### config.mk
export PLATFORM = sky130hd
export DESIGN_NAME = multimode_ff_bank
export DESIGN_NICKNAME = d
export VERILOG_FILES = /design/src/rtl/ff_pkg.sv /design/src/rtl/ff_err_logger.sv /design/src/rtl/multimode_ff_bank.sv
export SDC_FILE = /design/constraint.sdc
export NUM_CORES = 1
export LEC_CHECK = 0
export ABC_AREA = 0
export BUFFER_PORTS_ARGS = -buffer_cell sky130_fd_sc_hd__buf_2
export CAP_MARGIN = 15
export CORE_ASPECT_RATIO = 0.75
export CORE_MARGIN = 1
export CORE_UTILIZATION = 35
export DETAILED_ROUTE_END_ITERATION = 16
export GPL_TIMING_DRIVEN = 0
export SYNTH_ARGS = -nofsm -noshare
export SYNTH_HDL_FRONTEND = slang
export SYNTH_SLANG_ARGS = --single-unit
### constraint.sdc
create_clock -name clk -period 3.8 [get_ports clk]
set_clock_uncertainty 0.2 [all_clocks]
set_input_delay 0.19 -clock clk [delete_from_list [all_inputs] [get_ports clk]]
set_output_delay 0.19 -clock clk [all_outputs]
set_load 0.01 [all_outputs]
### src/rtl/ff_pkg.sv
// Shared types and the per-bit next-state rule for the multimode flip-flop bank.
package ff_pkg;

    typedef enum logic [1:0] {
        FF_D  = 2'd0,
        FF_T  = 2'd1,
        FF_SR = 2'd2,
        FF_JK = 2'd3
    } ff_mode_t;

    // SR with both inputs high holds; the bank reports it separately as invalid.
    function automatic logic ff_next(input ff_mode_t mode, input logic a,
                                     input logic b, input logic q);
        logic nxt;
        nxt = q;
        case (mode)
            FF_D:  nxt = a;
            FF_T:  nxt = q ^ a;
            FF_SR: begin
                case ({a, b})
                    2'b10:   nxt = 1'b1;
                    2'b01:   nxt = 1'b0;
                    default: nxt = q;
                endcase
            end
            FF_JK: begin
                case ({a, b})
                    2'b10:   nxt = 1'b1;
                    2'b01:   nxt = 1'b0;
                    2'b11:   nxt = ~q;
                    default: nxt = q;
                endcase
            end
            default: nxt = q;
        endcase
        return nxt;
    endfunction

endpackage

### src/rtl/ff_err_logger.sv
// Sticky error flag and saturating per-edge error counter.
module ff_err_logger #(
    parameter int CNT_W = 8
) (
    input  logic             clk,
    input  logic             rst,
    input  logic             err_event,
    input  logic             clr,
    output logic             sticky,
    output logic [CNT_W-1:0] cnt
);

    localparam logic [CNT_W-1:0] CNT_MAX = '1;

    // A clear on the same edge as an event restarts the log with that event.
    always_ff @(posedge clk) begin
        if (rst) begin
            sticky <= 1'b0;
            cnt    <= '0;
        end else if (clr) begin
            sticky <= err_event;
            cnt    <= err_event ? CNT_W'(1) : '0;
        end else if (err_event) begin
            sticky <= 1'b1;
            if (cnt != CNT_MAX) begin
                cnt <= cnt + CNT_W'(1);
            end
        end
    end

endmodule

### src/rtl/multimode_ff_bank.sv
// Bank of WIDTH flip-flops with a shared run-time mode (D/T/SR/JK) and invalid-SR logging.
module multimode_ff_bank
    import ff_pkg::*;
#(
    parameter int                WIDTH     = 8,
    parameter logic [WIDTH-1:0]  RESET_VAL = '0,
    parameter int                CNT_W     = 8
) (
    input  logic             clk,
    input  logic             rst,
    input  logic             en,
    input  logic [1:0]       mode,
    input  logic [WIDTH-1:0] a,
    input  logic [WIDTH-1:0] b,
    input  logic             err_clr,
    output logic [WIDTH-1:0] q,
    output logic [WIDTH-1:0] qb,
    output logic [WIDTH-1:0] inv_mask,
    output logic             err_sticky,
    output logic [CNT_W-1:0] err_cnt
);

    ff_mode_t         mode_e;
    logic [WIDTH-1:0] q_next;
    logic             sr_active;
    logic             err_event;

    assign mode_e    = ff_mode_t'(mode);
    assign sr_active = en && (mode_e == FF_SR);
    assign err_event = sr_active && (|(a & b));

    for (genvar i = 0; i < WIDTH; i++) begin : g_bit
        assign q_next[i] = ff_next(mode_e, a[i], b[i], q[i]);
    end

    always_ff @(posedge clk) begin
        if (rst) begin
            q        <= RESET_VAL;
            inv_mask <= '0;
        end else begin
            if (en) begin
                q <= q_next;
            end
            inv_mask <= sr_active ? (a & b) : '0;
        end
    end

    assign qb = ~q;

    ff_err_logger #(
        .CNT_W(CNT_W)
    ) u_err_logger (
        .clk      (clk),
        .rst      (rst),
        .err_event(err_event),
        .clr      (err_clr),
        .sticky   (err_sticky),
        .cnt      (err_cnt)
    );

endmodule

==> flow_metrics.env <==
export IMPL_synth_fp_nets=266
export IMPL_grt_usage_pct=17.6
export IMPL_drive_gt1_share_pct=24.1
export IMPL_slew_viol_final=0
export IMPL_drv_cap=0
export IMPL_grt_pass1_wl_um=7600
export IMPL_die_h_um=63.6
export IMPL_antenna_found_initial=0
export IMPL_slew_headroom_pct=59.1
export IMPL_cts_buffers=3
export IMPL_drtIter0Drc=118
export IMPL_ir_drop_mv=0.111
export IMPL_yosys_area_top_type="dfxtp_1"
export IMPL_failed_checks="DRC"
export IMPL_grt_pass1_vias=1664
export IMPL_cts_tree="built"
export IMPL_place_congestion=0.827
export IMPL_dr_pass1_iters=10
export IMPL_dieArea_sq_um=5360
export IMPL_post_cts_resized=0
export IMPL_routedWlPerCell_um=13.2
export IMPL_post_cts_buffers=0
export IMPL_antennaDiodeCount=0
export IMPL_avgSynthCellArea_sq_um=7.88
export IMPL_nets=324
export IMPL_vias_per_cell=5.24
export IMPL_synth_edf_count=0
export IMPL_netlist_area_sq_um=1770
export IMPL_yosys_area_top_type_share_pct=28.2
export IMPL_dp_cells=337
export IMPL_drtAntennaViolNets=0
export IMPL_wirelength_um=4530
export IMPL_p_leak_nw=1.06
export IMPL_cts_hold_buffers=1
export IMPL_post_synth_num_cell_types=39
export IMPL_coreArea_sq_um=4870
export IMPL_status="complete, but fails checks"
export IMPL_synth_seq_cells=25
export IMPL_grt_max_degree=14
export IMPL_arrival_ps=1970
export IMPL_finalSetupViolCount=0
export IMPL_ys_seq_area_share_pct=28.2
export IMPL_ys_flop_type="dfxtp_1"
export IMPL_clkLatencyLatePin_ps=270
export IMPL_ys_top_cells_by_area="dfxtp_1, ha_1, a21oi_1, inv_1, nor3_1"
export IMPL_dp_hpwl_um=3370
export IMPL_critPathLaunchType="input port"
export IMPL_grt_overflow=0
export IMPL_fp_row_count=22
export IMPL_slowest_stage="dlygate4sd3_1"
export IMPL_power_density_nw_per_um2=271
export IMPL_cp_required_ps=3820
export IMPL_htree_levels=1
export IMPL_tightest_slew_ps=611
export IMPL_start_util_pct=36.4
export IMPL_cp_max_fo=6
export IMPL_critPathKind="input port to flip-flop"
export IMPL_cpPeakStageDelay_ps=540
export IMPL_numClockSinks=25
export IMPL_holdWs_ps=14.9
export IMPL_fin_util_pct=44.4
export IMPL_crit_path_cell_trace="dlygate4sd3_1 > buf_2 > a211oi_1 > a31oi_1 > a211oi_1 > o21ba_2"
export IMPL_yosysWarnings=0
export IMPL_finalHoldViolCount=0
export IMPL_synthCells=225
export IMPL_io_pins=55
export IMPL_die_width_um=84.2
export IMPL_rsz0062_at_grt="false"
export IMPL_drc=4
export IMPL_clockBufferDepth=2
export IMPL_cp_common_cell="a211oi_1"
export IMPL_finalCriticalPeriod_ps=1950
export IMPL_worstHoldPathType="input port to flip-flop"
export IMPL_endpoint_kind="flip-flop"
export IMPL_final_cell_count_no_fill=342
export IMPL_power_w=0.000587
export IMPL_area_growth_pct=22.0
export IMPL_clkTransAtPathRegs_ps=90
export IMPL_ys_async_sr_fraction_pct=0
export IMPL_port_buffers=52
export IMPL_cts_root_buffer_cell="clkbuf_8"
export IMPL_fin_crit_sh_pct=51.3
export IMPL_vias=1792
export IMPL_fmax_mhz=513
export IMPL_tns_ps=0
## through the flow
stage	worst slack [ps]	instance area, sq um
global route	1720	2160
finish	1850	2160
global placement	1810	2110
CTS	1880	2160
detailed placement	1780	2110
floorplan	2140	1770
## cells by family after synthesis
kind of cell / share of synthesized area, %
adder cells (fa/ha/maj): 13.4
flip-flops: 28.2
buffers and inverters: 8.68
multiplexers: 3.95
AO/OA/AOI/OAI: 19.0
AND/OR/NAND/NOR: 26.7
## synthesized netlist by cell type (all sizes together), types with 2 or more instances
| library cell | instances |
|---|---|
| dfxtp | 25 |
| inv | 24 |
| a21oi | 21 |
| ha | 19 |
| nand2 | 19 |
| nor3 | 15 |
| nor2 | 12 |
| o21ai | 10 |
| buf | 7 |
| mux2i | 7 |
| and2 | 6 |
| and3b | 6 |
| o311a | 6 |
| and3 | 5 |
| nand3 | 5 |
| or2 | 5 |
| clkbuf | 4 |
| nand3b | 3 |
| o22ai | 3 |
| o31ai | 3 |
| a211oi | 2 |
| a31oi | 2 |
| nand4 | 2 |
| nor4 | 2 |
| or4 | 2 |
## layout make-up
type                            count  area [sq um]
Timing Repair Buffer               53           270
Fill cell                         501          2710
Clock buffer                        4          45.0
Multi-Input combinational cell    165          1120
Inverter                           24          90.1
Sequential cell                    25           500
Buffer                             11          63.8
Tap cell                           60          75.1
## path summary, 6_finish.rpt
check / startpoint / to / slack [ps] / cells after the start
setup / recovery: b[7] / u_err_logger.cnt[0] / 1850 / 6
hold / removal: a[7] / inv_mask[7] / 10 / 2
setup reg to reg: u_err_logger.cnt[0] / u_err_logger.cnt[4] / 2020 / 5
hold reg to reg: u_err_logger.sticky / u_err_logger.sticky / 260 / 2
## critical path: cells and delay by family
kind                   cells  cell delay [ps]
buffers and inverters      2              690
AOI/OAI and AO/OA          4             1100
## where the power goes
group          switching [W]  leakage, nW  internal [W]  total, W
logic              0.0000811        0.833     0.0000617  0.000143
registers         0.00000932        0.204      0.000271  0.000281
clock network      0.0000884       0.0228     0.0000752  0.000164
total               0.000179         1.06      0.000408  0.000587
## flip-flops by register name, indices dropped and copies added (netlist names)
signal               flops
q                        8
inv_mask                 8
u_err_logger.sticky      1
u_err_logger.cnt         8
## metal layers
layer	global-route usage, %	up-vias	share of wire, %
li1	-	906	-
met1	23.9	826	51
met3	4.72	5	6.3
met4	4.09	0	0.46
met5	0	-	0
met2	27.8	55	43
## cells in the final DEF (no fill, tap or decap), drive strengths merged
| master | count |
|---|---|
| o41ai | 1 |
| o21ai | 10 |
| o22ai | 3 |
| o21ba | 1 |
| nor3b | 1 |
| or3 | 1 |
| nor2 | 12 |
| ha | 19 |
| and3b | 6 |
| nor4 | 2 |
| o31ai | 3 |
| clkbuf | 8 |
| nand2 | 19 |
| nand3 | 5 |
| a21oi | 21 |
| nor3 | 15 |
| a22oi | 1 |
| mux2i | 7 |
| or2 | 5 |
| dlygate4sd3 | 1 |
| nand4 | 2 |
| and2 | 6 |
| inv | 24 |
| and4b | 1 |
| dfxtp | 25 |
| and3 | 5 |
| a31o | 1 |
| o311ai | 1 |
| or4 | 2 |
| o221ai | 1 |
| nand3b | 3 |
| buf | 59 |
| o311a | 6 |
| nand2b | 1 |
| a211oi | 2 |
| a31oi | 2 |
Note: power is estimated with default switching activity, not from simulation.
